--- src/rtl/lfsr_prbs_gen.sv ---
`default_nettype none
// ============================================================================
//  Module   : lfsr_prbs_gen
//  Purpose  : Parametrised Fibonacci LFSR / PRBS generator. It has a run-time
//             loadable tap mask and seed, and advances STEP bits on each
//             enabled cycle. It recovers from the all-zero state and measures
//             the sequence period in enabled cycles.
//  Ports    : clk        - clock, all logic on rising edge
//             rstn       - asynchronous active-low reset
//             cfg_we     - load cfg_taps into tap register (next cycle onward)
//             cfg_taps   - new tap mask, bit i = term x^(i+1)
//             seed_load  - load seed into state and start register
//             seed       - seed value
//             en         - advance LFSR by STEP bits
//             state      - current LFSR register
//             bits       - feedback bits of last step, first-generated in MSB
//             valid      - bits updated this cycle
//             lockup     - pulse: all-zero state recovered
//             wrap       - pulse: state returned to start value
//             period     - enabled cycles of last completed period
//  Revision : 1.0 - initial release
// ============================================================================
module lfsr_prbs_gen #(
    parameter int                 WIDTH        = 16,
    parameter int                 STEP         = 1,
    parameter logic [WIDTH-1:0]   DEFAULT_TAPS = 16'hB400,
    parameter logic [WIDTH-1:0]   DEFAULT_SEED = {{(WIDTH-1){1'b0}}, 1'b1},
    parameter int                 CNT_W        = 32
) (
    input  logic              clk,
    input  logic              rstn,
    input  logic              cfg_we,
    input  logic [WIDTH-1:0]  cfg_taps,
    input  logic              seed_load,
    input  logic [WIDTH-1:0]  seed,
    input  logic              en,
    output logic [WIDTH-1:0]  state,
    output logic [STEP-1:0]   bits,
    output logic              valid,
    output logic              lockup,
    output logic              wrap,
    output logic [CNT_W-1:0]  period
);

    localparam logic [CNT_W-1:0] c_cnt_max = '1;

    logic [WIDTH-1:0] r_taps;
    logic [WIDTH-1:0] r_state;
    logic [WIDTH-1:0] r_start;
    logic [CNT_W-1:0] r_cnt;
    logic [STEP-1:0]  r_bits;
    logic             r_valid;
    logic             r_lockup;
    logic             r_wrap;
    logic [CNT_W-1:0] r_period;

    // w_chain[i] is the state after i single shifts within this cycle
    logic [WIDTH-1:0] w_chain [0:STEP];
    logic [STEP-1:0]  w_fb;
    logic [WIDTH-1:0] w_next;
    logic [CNT_W-1:0] w_cnt_inc;

    assign w_chain[0] = r_state;

    genvar gi;
    generate
        for (gi = 0; gi < STEP; gi++) begin : g_step
            // First-generated feedback bit lands in the MSB of w_fb
            assign w_fb[STEP-1-gi]  = ^(w_chain[gi] & r_taps);
            assign w_chain[gi+1]    = {w_chain[gi][WIDTH-2:0], w_fb[STEP-1-gi]};
        end
    endgenerate

    assign w_next    = w_chain[STEP];
    // Saturating step counter so a non-maximal or huge sequence cannot wrap the count
    assign w_cnt_inc = (r_cnt == c_cnt_max) ? r_cnt : r_cnt + 1'b1;

    always_ff @(posedge clk or negedge rstn) begin
        if (!rstn) begin
            r_taps   <= DEFAULT_TAPS;
            r_state  <= DEFAULT_SEED;
            r_start  <= DEFAULT_SEED;
            r_cnt    <= '0;
            r_bits   <= '0;
            r_valid  <= 1'b0;
            r_lockup <= 1'b0;
            r_wrap   <= 1'b0;
            r_period <= '0;
        end else begin
            r_valid  <= 1'b0;
            r_lockup <= 1'b0;
            r_wrap   <= 1'b0;

            // Tap update is independent; a step this cycle still sees the old taps
            if (cfg_we) begin
                r_taps <= cfg_taps;
            end

            if (seed_load) begin
                r_state <= seed;
                r_start <= seed;
                r_cnt   <= '0;
            end else if (en) begin
                if (r_state == '0) begin
                    // All-zero lock-up: restart the sequence from the default seed
                    r_state  <= DEFAULT_SEED;
                    r_start  <= DEFAULT_SEED;
                    r_cnt    <= '0;
                    r_lockup <= 1'b1;
                end else begin
                    r_state <= w_next;
                    r_bits  <= w_fb;
                    r_valid <= 1'b1;
                    if (w_next == r_start) begin
                        r_wrap   <= 1'b1;
                        r_period <= w_cnt_inc;
                        r_cnt    <= '0;
                    end else begin
                        r_cnt <= w_cnt_inc;
                    end
                end
            end
        end
    end

    assign state  = r_state;
    assign bits   = r_bits;
    assign valid  = r_valid;
    assign lockup = r_lockup;
    assign wrap   = r_wrap;
    assign period = r_period;

endmodule
`default_nettype wire
--- config.mk ---
export PLATFORM = sky130hd
export DESIGN_NAME = lfsr_prbs_gen
export DESIGN_NICKNAME = d
export VERILOG_FILES = /design/src/rtl/lfsr_prbs_gen.sv
export SDC_FILE = /design/constraint.sdc
export NUM_CORES = 1
export LEC_CHECK = 0
export CAP_MARGIN = 25
export CORE_AREA = 4 4 108 110
export CTS_CLUSTER_DIAMETER = 100
export DETAILED_ROUTE_END_ITERATION = 8
export DIE_AREA = 0 0 112 114
export GPL_TIMING_DRIVEN = 0
export PLACE_DENSITY = 0.87
export SYNTH_ARGS = -nofsm -noshare
export SYNTH_HDL_FRONTEND = slang
export SYNTH_SLANG_ARGS = --single-unit
--- constraint.sdc ---
create_clock -name clk -period 2.8 [get_ports clk]
set_input_delay 0.7 -clock clk [delete_from_list [all_inputs] [get_ports clk]]
set_output_delay 0.7 -clock clk [all_outputs]
set_load 0.01 [all_outputs]
* Word level (Yosys, flattened, before mapping)
Cells that the tools add are included.
** Word-level totals
- Flip-flop bits (word level) :: 116
- Input bits :: 37
- Output and inout port bits :: 52
- Logic and storage cells :: 43
** Operators by class
- Add/sub/neg operators :: 1
- Equality and inequality tests :: 2
- Mux-type cells :: 21
- Bitwise operators :: 3
- Reduce and logical (&&, ||, !) cells :: 7
** Operators with widths (number)
- $mux 32 :: 5
- $mux 16 :: 6
- $add 32x1->32 const B :: 1
- $eq 32x32->1 const B :: 1
- $and 16x16->16 :: 1
- $eq 16x16->1 :: 1
- $logic_not 16->1 :: 1
- $reduce_xor 16->1 :: 1
- $mux 1 :: 10
- $reduce_and 4->1 :: 1
- $reduce_bool 2->1 :: 2
- $reduce_and 3->1 :: 1
- $not 1->1 :: 2
- $reduce_and 2->1 :: 1

* Depth between registers and ports, before layout
Gate-level depths: netlist of the first run.
- Word-level depth :: 7
- Gate-level depth with buffers :: 10
- Mapped depth without buffers :: 9

* Worst setup path after synthesis of the first run
OpenSTA, ideal clock, no wires.
- Path kind :: flip-flop to flip-flop
- Start :: register r_state[0] (netlist: state[0])
- End :: register r_cnt[21]
- Library setup time :: 0.082 ns
- Arrival time :: 2.282 ns
- Data required time :: 2.718 ns
- Path slack :: 0.436 ns
- Cell stages (with the launch flop) :: 11
- Buffers on the path :: 2
- Period minus slack after synthesis :: 2.364 ns
- Path through :: dfstp_2 > nand2_1 > xnor2_1 > xnor2_1 > xnor2_1 > xnor3_1 > a21oi_4 > buf_6 > buf_6 > o21ai_1 > a31oi_1
** On the way
- Longest elaborated chain between the ends :: 7
- Elaborated cells between the ends (all ways) :: 8
- Those cells by class :: eq/ne (1); mux (4); bitwise (1); reduce/logical (2)
** RTL lines
- from (decl) :: line 48 : logic [WIDTH-1:0] r_state;
- from (signal assigned) :: line 111 : r_state <= w_next;
- $and 16x16->16 :: line 69 : assign w_fb[STEP-1-gi] = ^(w_chain[gi] & r_taps);
- $reduce_xor 16->1 :: line 69
- $eq 16x16->1 :: line 114 : if (w_next == r_start) begin
- $mux 32 :: line 114
- $mux 32 (*) :: line 104 : if (r_state == '0) begin
- $mux 32 (*) :: line 103 : end else if (en) begin
- $mux 32 (*) :: line 99 : if (seed_load) begin
- to (signal assigned) :: line 119 : r_cnt <= w_cnt_inc;
- to (decl) :: line 50 : logic [CNT_W-1:0] r_cnt;
Mark *: on every way between the ends. The rest lies on a longest branch, timed or not. The select of a mux whose other input is x is not followed.
A chain may end at the register's enable or synchronous reset.

* Final worst setup path of the first run
- Start :: register r_state[4] (netlist: state[4])
- End :: register r_cnt[11]
Same word-level chain as after synthesis.

==> impl_metrics.tcl, run 1 <==
set metrics [dict create \
    status "completed" \
    diodes 0 \
    dp_hpwl_um 10000 \
    insertion_delay_ns 0.51 \
    clockRootBuffer "clkbuf_8" \
    yosysWarnings 0 \
    first_global_vias 4975 \
    portBuffers 87 \
    synth-async-reset-ratio 1.00 \
    syn_inst 576 \
    synth_top_area_share 0.485 \
    post-route-util 0.696 \
    rows 38 \
    area_growth_pct 31.2 \
    hold_ws_ns 0.466 \
    cts_tree "built" \
    synth_edf_count 0 \
    ys_seq_area_frac 0.513 \
    finalHoldViolations 0 \
    critPathCaptureType "flop" \
    antenna_found_initial 0 \
    dieArea_um2 12800 \
    nNetsFinal 725 \
    yosysMostFrequentCell "nand2_1" \
    relSlewSlack 0.548 \
    layout-drive-gt1-share 0.124 \
    vias_per_cell 5.75 \
    startpoint_type "flop" \
    max_freq_mhz 378 \
    yosysUniqueCellTypes 44 \
    fp.coreArea_um2 10700 \
    fp.dieH_um 114 \
    power_density_nw_per_um2 643 \
    syn_area_um2 5680 \
    track_usage 0.235 \
    place_area_um2 6740 \
    clock_path_buffers 2 \
    synth_top_cell_by_area "dfrtp_1" \
    period_needed_ns 2.65 \
    fin_tns_setup_ns 0 \
    ys_top_cells_by_count "nand2_1, dfrtp_1, o21ai_0" \
    period_share 0.945 \
    instances_no_fill 839 \
    post-place-ws_ns -0.0647 \
    hp-class "flop to flop" \
    globalplace.congestion 0.901 \
    leakage_nw 3.12 \
    wl_per_cell_um 17.4 \
    synth_area_leaders "dfrtp_1, nand2_1, xnor2_1" \
    fin_worst_skew_ns 0.00843 \
    vias 4821 \
    maxSlewViolCount 0 \
    switching_share 0.257 \
    worstPathRequired_ns 3.22 \
    rsz0062_at_grt "false" \
    grt_max_degree 76 \
    synth_nets 614 \
    dp.cells 804 \
    seqPwrFrac 0.392 \
    drt_iter0_drc 314 \
    start_util 0.531 \
    gr-total-overflow 0 \
    p_comb_frac 0.138 \
    critPathKind "flop to flop" \
    internal_power_mw 3.56 \
    design_area_um2 7450 \
    ff2ff_setup_slack_ns 0.15 \
    cts_buffers 17 \
    synth_seq_cells 116 \
    tightest_slew_ns 0.679 \
    die_w_um 112 \
    drc 0 \
    cp.arrival_ns 3.07 \
    setup_viol 0 \
    cap_violations 0 \
    h-tree-depth 4 \
    critPathMaxFanout 10 \
    numClockSinks 116 \
    fin_total_pwr_mw 4.79 \
    finalWorstSetupSlack_ns 0.153 \
    p_sw_mw 1.23 \
    ant_nets 0 \
    io_pins 89 \
    firstDrtPassIters 5 \
    syn_area_per_cell_um2 9.86 \
    grt_pass1_wl_um 24100 \
    p_clk_frac 0.470 \
    routed_wl_um 14600 \
    vdd_drop_max_mv 0.308 \
    cts.clk_slew.worst_paths_ns 0.06 \
    dominantRegCellSynth "dfrtp_1" \
]
## power by group through the flow
stage	combinational (mW)	clock, mW	sequential (mW)
2_1_floorplan	0.368	0	1.88
3_3_place_gp	0.604	0	1.90
3_5_place_dp	0.621	0	1.90
4_1_cts	0.644	2.27	1.88
5_1_grt	0.718	2.34	1.89
6_report	0.662	2.25	1.88
## flip-flops by register name (all words and copies together), names as in the netlist
signal,count
r_start,16
wrap,1
bits,1
period,32
state,16
r_taps,16
valid,1
r_cnt,32
lockup,1
## layer usage
metal	GRT usage	part of all wire	wire length, µm
met1	0.301	0.41	5960
met2	0.392	0.49	7190
met3	0.0467	0.074	1080
met4	0.103	0.025	359
met5	0	0	0
## worst max-delay path: stages, from the launching register on
cell,delay (ns)
dfrtp_1,0.55
nand2_1,0.15
xnor2_2,0.16
xnor2_1,0.25
xnor2_2,0.19
xnor3_2,0.43
a21oi_4,0.18
buf_6,0.19
buf_6,0.17
o21ai_1,0.08
a31oi_1,0.20
## final cells by class
class	instances	area (µm²)
Clock inverter	14	203
Buffer	28	158
Fill cell	786	3250
Sequential cell	116	2910
Multi-Input combinational cell	422	2610
Clock buffer	17	414
Timing Repair Buffer	92	941
Inverter	10	37.5
Tap cell	140	175
## placed cells by master, fill, tap and decap left out, drive strengths merged, types with 20 or more instances in the layout
master	Yosys	layout
clkbuf	15	32
dfrtp	110	110
xnor2	45	45
nand3	23	23
a21oi	30	30
nand2	114	114
mux2i	20	20
clkdlybuf4s50	0	86
o21ai	55	55
a31oi	23	23
## worst paths after layout
path,end,startpoint,cells past startpoint
max,r_cnt[11],state[4],10
min in group asynchronous,period[27],rstn,2
max in group asynchronous,r_taps[13],rstn,4
min,r_start[0],r_start[0],2
max reg2reg,r_cnt[11],state[4],10
min reg2reg,r_start[0],r_start[0],2
## logic make-up (layout without fill, tap and decap cells)
| group | after synthesis | in the layout | share of synthesized area |
|---|---|---|---|
| AOI/OAI and AO/OA | 118 | 118 | 0.118 |
| xor gates and xnor gates | 61 | 61 | 0.0978 |
| adders and majority gates | 1 | 1 | 0.00220 |
| buffers and inverters | 38 | 161 | 0.0342 |
| DFF | 116 | 116 | 0.513 |
| muxes | 38 | 38 | 0.0710 |
| and+or+nand+nor | 204 | 204 | 0.165 |
## repair_timing
item,in CTS,in global routing
endpoints found under the setup margin,45,63
resized for setup,3,8
buffers inserted,0,2
hold buffers,0,1
pin swaps,0,1
endpoints found under the hold margin,0,2
Note: power is estimated with default switching activity, not from simulation.
==> inputs of run 2 (changes only) <==
==> config.mk (replaced) <==
export PLATFORM = sky130hd
export DESIGN_NAME = lfsr_prbs_gen
export DESIGN_NICKNAME = d
export VERILOG_FILES = /design/src/rtl/lfsr_prbs_gen.sv
export SDC_FILE = /design/constraint.sdc
export NUM_CORES = 1
export LEC_CHECK = 0
export CAP_MARGIN = 25
export CORE_AREA = 4 4 106 108
export CTS_BUF_LIST = sky130_fd_sc_hd__clkbuf_4 sky130_fd_sc_hd__clkbuf_8
export DETAILED_ROUTE_END_ITERATION = 8
export DIE_AREA = 0 0 110 112
export GPL_TIMING_DRIVEN = 0
export PLACE_DENSITY = 0.9
export SYNTH_ARGS = -nofsm -noshare
export SYNTH_HDL_FRONTEND = slang
export SYNTH_SLANG_ARGS = --single-unit
==> run 2 against run 1 <==
Combinational power shrank 0.6%. Highest routed layer unchanged. Sequential power is essentially flat. Maximum frequency shrank 2.5%. Largest cell class unchanged. Utilization grew 1.1 points. Cell count shrank 0.72%. Critical endpoint is now period[25]. Wire length shrank 0.12%. Power shrank 11%. Clock skew grew 0.0024 ns. Critical path depth shrank 2. Largest power group is now sequential cells. Via count grew 0.23%. Die area shrank 3.5%. Sequential share of layout area grew 1.1 points.
==> impl_metrics.tcl, run 2 (synthesis results as in run 1) <==
set metrics [dict create \
    routed_wl_um 14600 \
    max_freq_mhz 368 \
    vdd_drop_max_mv 0.366 \
    gr-total-overflow 0 \
    final_common_cell "nand2_1" \
    cap_violations 0 \
    fin_total_pwr_mw 4.27 \
    wl_per_cell_um 17.5 \
    fin_tns_setup_ns 0 \
    rows 37 \
    ant_nets 0 \
    instances_no_fill 833 \
    nFillCells 735 \
    cts.clk_slew.worst_paths_ns 0.07 \
    critPathCaptureType "flop" \
    drt_iter0_drc 366 \
    nNetsFinal 722 \
    dp_hpwl_um 10200 \
    rsz0062_at_grt "false" \
    path_cells "nand4_1 > nor4_2 > nand4_1 > nand2_1 > nor3_2 > nand2_1 > xor2_1 > o21ai_0" \
    h-tree-depth 4 \
    layout-drive-gt1-share 0.125 \
    worstPathRequired_ns 3.11 \
    clockRootBuffer "clkbuf_8" \
    area_growth_pct 27.5 \
    antenna_found_initial 0 \
    critPathMaxStageDelay_ns 0.50 \
    finalHoldViolations 0 \
    startpoint_type "flop" \
    hold_ws_ns 0.307 \
    fp.dieH_um 112 \
    numClockSinks 116 \
    period_share 0.970 \
    critPathKind "flop to flop" \
    portBuffers 87 \
    hp-class "input port to async pin" \
    period_needed_ns 2.72 \
    leakage_nw 3.03 \
    cts_tree "built" \
    vias_per_cell 5.80 \
    cp.arrival_ns 3.02 \
    post-place-ws_ns -0.0830 \
    start_util 0.555 \
    post-route-util 0.707 \
    diodes 0 \
    first_global_vias 4946 \
    relSlewSlack 0.514 \
    power_density_nw_per_um2 590 \
    insertion_delay_ns 0.43 \
    dieArea_um2 12300 \
    io_pins 89 \
    place_area_um2 6740 \
    grt_max_degree 66 \
    final_cell_mix "nand2_1, dfrtp_1, clkdlybuf4s50_1" \
    fp.coreArea_um2 10200 \
    clock_path_buffers 2 \
    maxSlewViolCount 0 \
    grt_pass1_wl_um 23800 \
    fin_worst_skew_ns 0.0109 \
    setup_viol 0 \
    drc 0 \
    die_w_um 110 \
    tightest_slew_ns 0.723 \
    dp.cells 800 \
    vias 4832 \
    design_area_um2 7240 \
    track_usage 0.250 \
    status "completed" \
    cpMaxStageDelayCell "dfrtp_1" \
    critPathMaxFanout 7 \
    firstDrtPassIters 6 \
    globalplace.congestion 0.909 \
    finalWorstSetupSlack_ns 0.0837 \
    cts_buffers 17 \
]
## run 2: changes by cell type in the layout (fill, tap and decap cells not counted), moves of 2 or more
| cell | delta |
|---|---|
| clkinv_2 | +2 |
| clkbuf_8 | +19 |
| clkbuf_2 | +2 |
| clkbuf_16 | -16 |
| clkbuf_1 | -2 |
| inv_6 | -3 |
## run 2: routing by layer
metal / routed length, µm / track usage
met2: 7290 / 0.408
met1: 5790 / 0.306
met4: 484 / 0.129
met3: 1000 / 0.0551
met5: 0 / 0
## run 2: power breakdown
part / internal (mW) / switching (mW)
sequential: 1.77 / 0.112
combinational: 0.332 / 0.325
clock: 1.04 / 0.690
## run 2: area by class of cell
class	instances	area [µm²]	share of cell area
Clock buffer	20	275	0.0380
Clock inverter	12	178	0.0245
Multi-Input combinational cell	422	2600	0.359
Tap cell	136	170	0.0235
Buffer	28	160	0.0221
Timing Repair Buffer	89	903	0.125
Sequential cell	116	2910	0.402
Inverter	10	37.5	0.00519
## run 2: repair_timing
item	4_1_cts	5_1_grt
endpoints found under the setup margin	52	33
pin swaps	1	0
resized for setup	5	8
hold buffers	0	0
buffers inserted	1	0
## run 2: critical path, delay by kind of cell, from the launching register on
kind / cells / cell delay (ns)
simple gates: 6 / 1.81
flops: 1 / 0.50
xor+xnor: 1 / 0.20
compound gates: 1 / 0.09
## run 2: final timing paths
check / endpoint / cells after the start / startpoint / slack (ns)
hold / removal: r_cnt[27] / 1 / rstn / 0.31
hold reg to reg: r_start[0] / 2 / r_start[0] / 0.47
setup reg to reg: period[25] / 8 / r_cnt[20] / 0.08
min in group clk: r_start[0] / 2 / r_start[0] / 0.47
setup / recovery: period[25] / 8 / r_cnt[20] / 0.08
max in group asynchronous: r_taps[12] / 2 / rstn / 1.70
==> inputs of run 3 (changes only) <==
--- a/config.mk
+++ b/config.mk
@@ -11,7 +11,7 @@
 export DETAILED_ROUTE_END_ITERATION = 8
 export DIE_AREA = 0 0 110 112
 export GPL_TIMING_DRIVEN = 0
-export PLACE_DENSITY = 0.9
+export PLACE_DENSITY = 0.82
 export SYNTH_ARGS = -nofsm -noshare
 export SYNTH_HDL_FRONTEND = slang
 export SYNTH_SLANG_ARGS = --single-unit
==> run 3 against run 2 <==
Sequential share of layout area is 0.090 points lower. Critical path type unchanged. Register-to-register slack better by 0.14 ns. Non-clock buffer count is 2 higher. Combinational power is 3% lower. Clock skew is 0.00064 ns lower. Count of clock-buffer cells in the layout is 2 higher. Largest cell class unchanged. Global-route usage is 0.54 points lower. Via count is 1.8% lower. Final area is 0.22% higher. Flip-flop and latch count stayed put.
==> impl_metrics.tcl, run 3 (synthesis results as in run 1) <==
set metrics [dict create \
    globalplace.congestion 0.890 \
    max_freq_mhz 387 \
    gr-total-overflow 0 \
    dieArea_um2 12300 \
    fin_total_pwr_mw 4.22 \
    portBuffers 87 \
    drt_iter0_drc 321 \
    drc 0 \
    diodes 0 \
    maxSlewViolCount 0 \
    rows 37 \
    startpoint_type "flop" \
    holdBufCountCts 0 \
    cp.arrival_ns 2.93 \
    grt_max_degree 74 \
    instances_no_fill 834 \
    power_density_nw_per_um2 582 \
    p_sw_mw 1.07 \
    vias_per_cell 5.69 \
    hold_ws_ns 0.0538 \
    numClockSinks 116 \
    io_pins 89 \
    finalWorstSetupSlack_ns 0.219 \
    switching_share 0.254 \
    antenna_found_initial 0 \
    p_comb_frac 0.152 \
    tightest_slew_ns 0.690 \
    status "completed" \
    dp.cells 800 \
    cap_violations 0 \
    routed_wl_um 14100 \
    area_growth_pct 27.8 \
    h-tree-depth 4 \
    track_usage 0.244 \
    p_clk_frac 0.404 \
    insertion_delay_ns 0.44 \
    post-place-ws_ns -0.149 \
    vias 4744 \
    start_util 0.555 \
    seqPwrFrac 0.444 \
    die_w_um 110 \
    fp.dieH_um 112 \
    setup_viol 0 \
    cts_buffers 17 \
    nFillCells 760 \
    hp-class "input port to async pin" \
    post-route-util 0.709 \
    ant_nets 0 \
    nNetsFinal 724 \
    cts.clk_slew.worst_paths_ns 0.06 \
    relSlewSlack 0.540 \
    finalHoldViolations 0 \
    fin_worst_skew_ns 0.0102 \
    period_share 0.922 \
    final_common_cell "nand2_1" \
    firstDrtPassIters 5 \
    leakage_nw 3.06 \
    clockRootBuffer "clkbuf_8" \
    fp.coreArea_um2 10200 \
    first_global_vias 4805 \
    wl_per_cell_um 17.0 \
    clock_path_buffers 2 \
    critPathMaxFanout 10 \
    grt_pass1_wl_um 23300 \
    multi_input_area_um2 2610 \
    period_needed_ns 2.58 \
    final_cell_mix "nand2_1, dfrtp_1, clkdlybuf4s50_1" \
    critPathCaptureType "flop" \
    critPathKind "flop to flop" \
    cts_tree "built" \
    crit_start "state[0]" \
    r2r_start "state[0]" \
    worstPathRequired_ns 3.15 \
    internal_power_mw 3.15 \
    rsz0062_at_grt "true" \
    seq_area_um2 2910 \
    vdd_drop_max_mv 0.358 \
    layout-drive-gt1-share 0.122 \
    dp_hpwl_um 10100 \
]
## run 3: cell count changes in the layout (fill, tap and decap cells not counted), sizes merged
| cell | delta |
|---|---|
| clkbuf | +2 |
| buf | +2 |
| clkinvlp | -3 |
## run 3: layout make-up
cell class                      count  share of cell area
Inverter                           10             0.00517
Clock buffer                       22              0.0400
Sequential cell                   116               0.402
Clock inverter                      9              0.0209
Multi-Input combinational cell    422               0.359
Timing Repair Buffer               91               0.128
Buffer                             28              0.0216
Tap cell                          136              0.0235
## run 3: final timing paths
path	endpoint	slack (ns)	cells past startpoint
worst max-delay path	r_cnt[26]	0.22	10
worst max register to register	r_cnt[26]	0.22	10
min in group clk	r_start[0]	0.46	2
worst min-delay path	period[28]	0.05	1
max in group asynchronous	r_taps[0]	1.98	3
worst min register to register	r_start[0]	0.46	2
## run 3: per-layer routing
metal | GRT usage | part of all wire | vias to the layer above
met5 | 0 | 0 | -
met4 | 0.0948 | 0.030 | 0
met3 | 0.0754 | 0.078 | 41
met2 | 0.396 | 0.50 | 229
met1 | 0.303 | 0.39 | 2251
li1 | - | - | 2223
## run 3: critical path: stages, from the launching register on
cell     delay (ns)
dfstp_2        0.62
nand2_1        0.09
xnor2_1        0.14
xnor2_1        0.13
xnor2_1        0.27
xnor3_2        0.45
a21oi_4        0.19
buf_6          0.18
buf_6          0.16
o21ai_1        0.08
a31oi_1        0.18
## run 3: what timing repair did
item | CTS | global route
endpoints found under the setup margin | 32 | 40
pin swaps | 0 | 1
buffers inserted | 0 | 2
gates resized for setup | 5 | 4
## run 3: stage by stage
stage	cell area [µm²]	TNS (ns)
finish	7250	0
global route	7250	-0.0348
CTS	7200	0
detailed placement	6740	-4.39
global placement	6720	-375.77
floorplan	5680	0
## run 3: power by group through the flow
| stage | clock network (mW) | logic (mW) | registers, mW |
|---|---|---|---|
| floorplan | 0 | 0.368 | 1.88 |
| global placement | 0 | 0.604 | 1.90 |
| detailed placement | 0 | 0.619 | 1.90 |
| CTS | 1.73 | 0.633 | 1.87 |
| global route | 1.81 | 0.695 | 1.89 |
| finish | 1.71 | 0.640 | 1.88 |
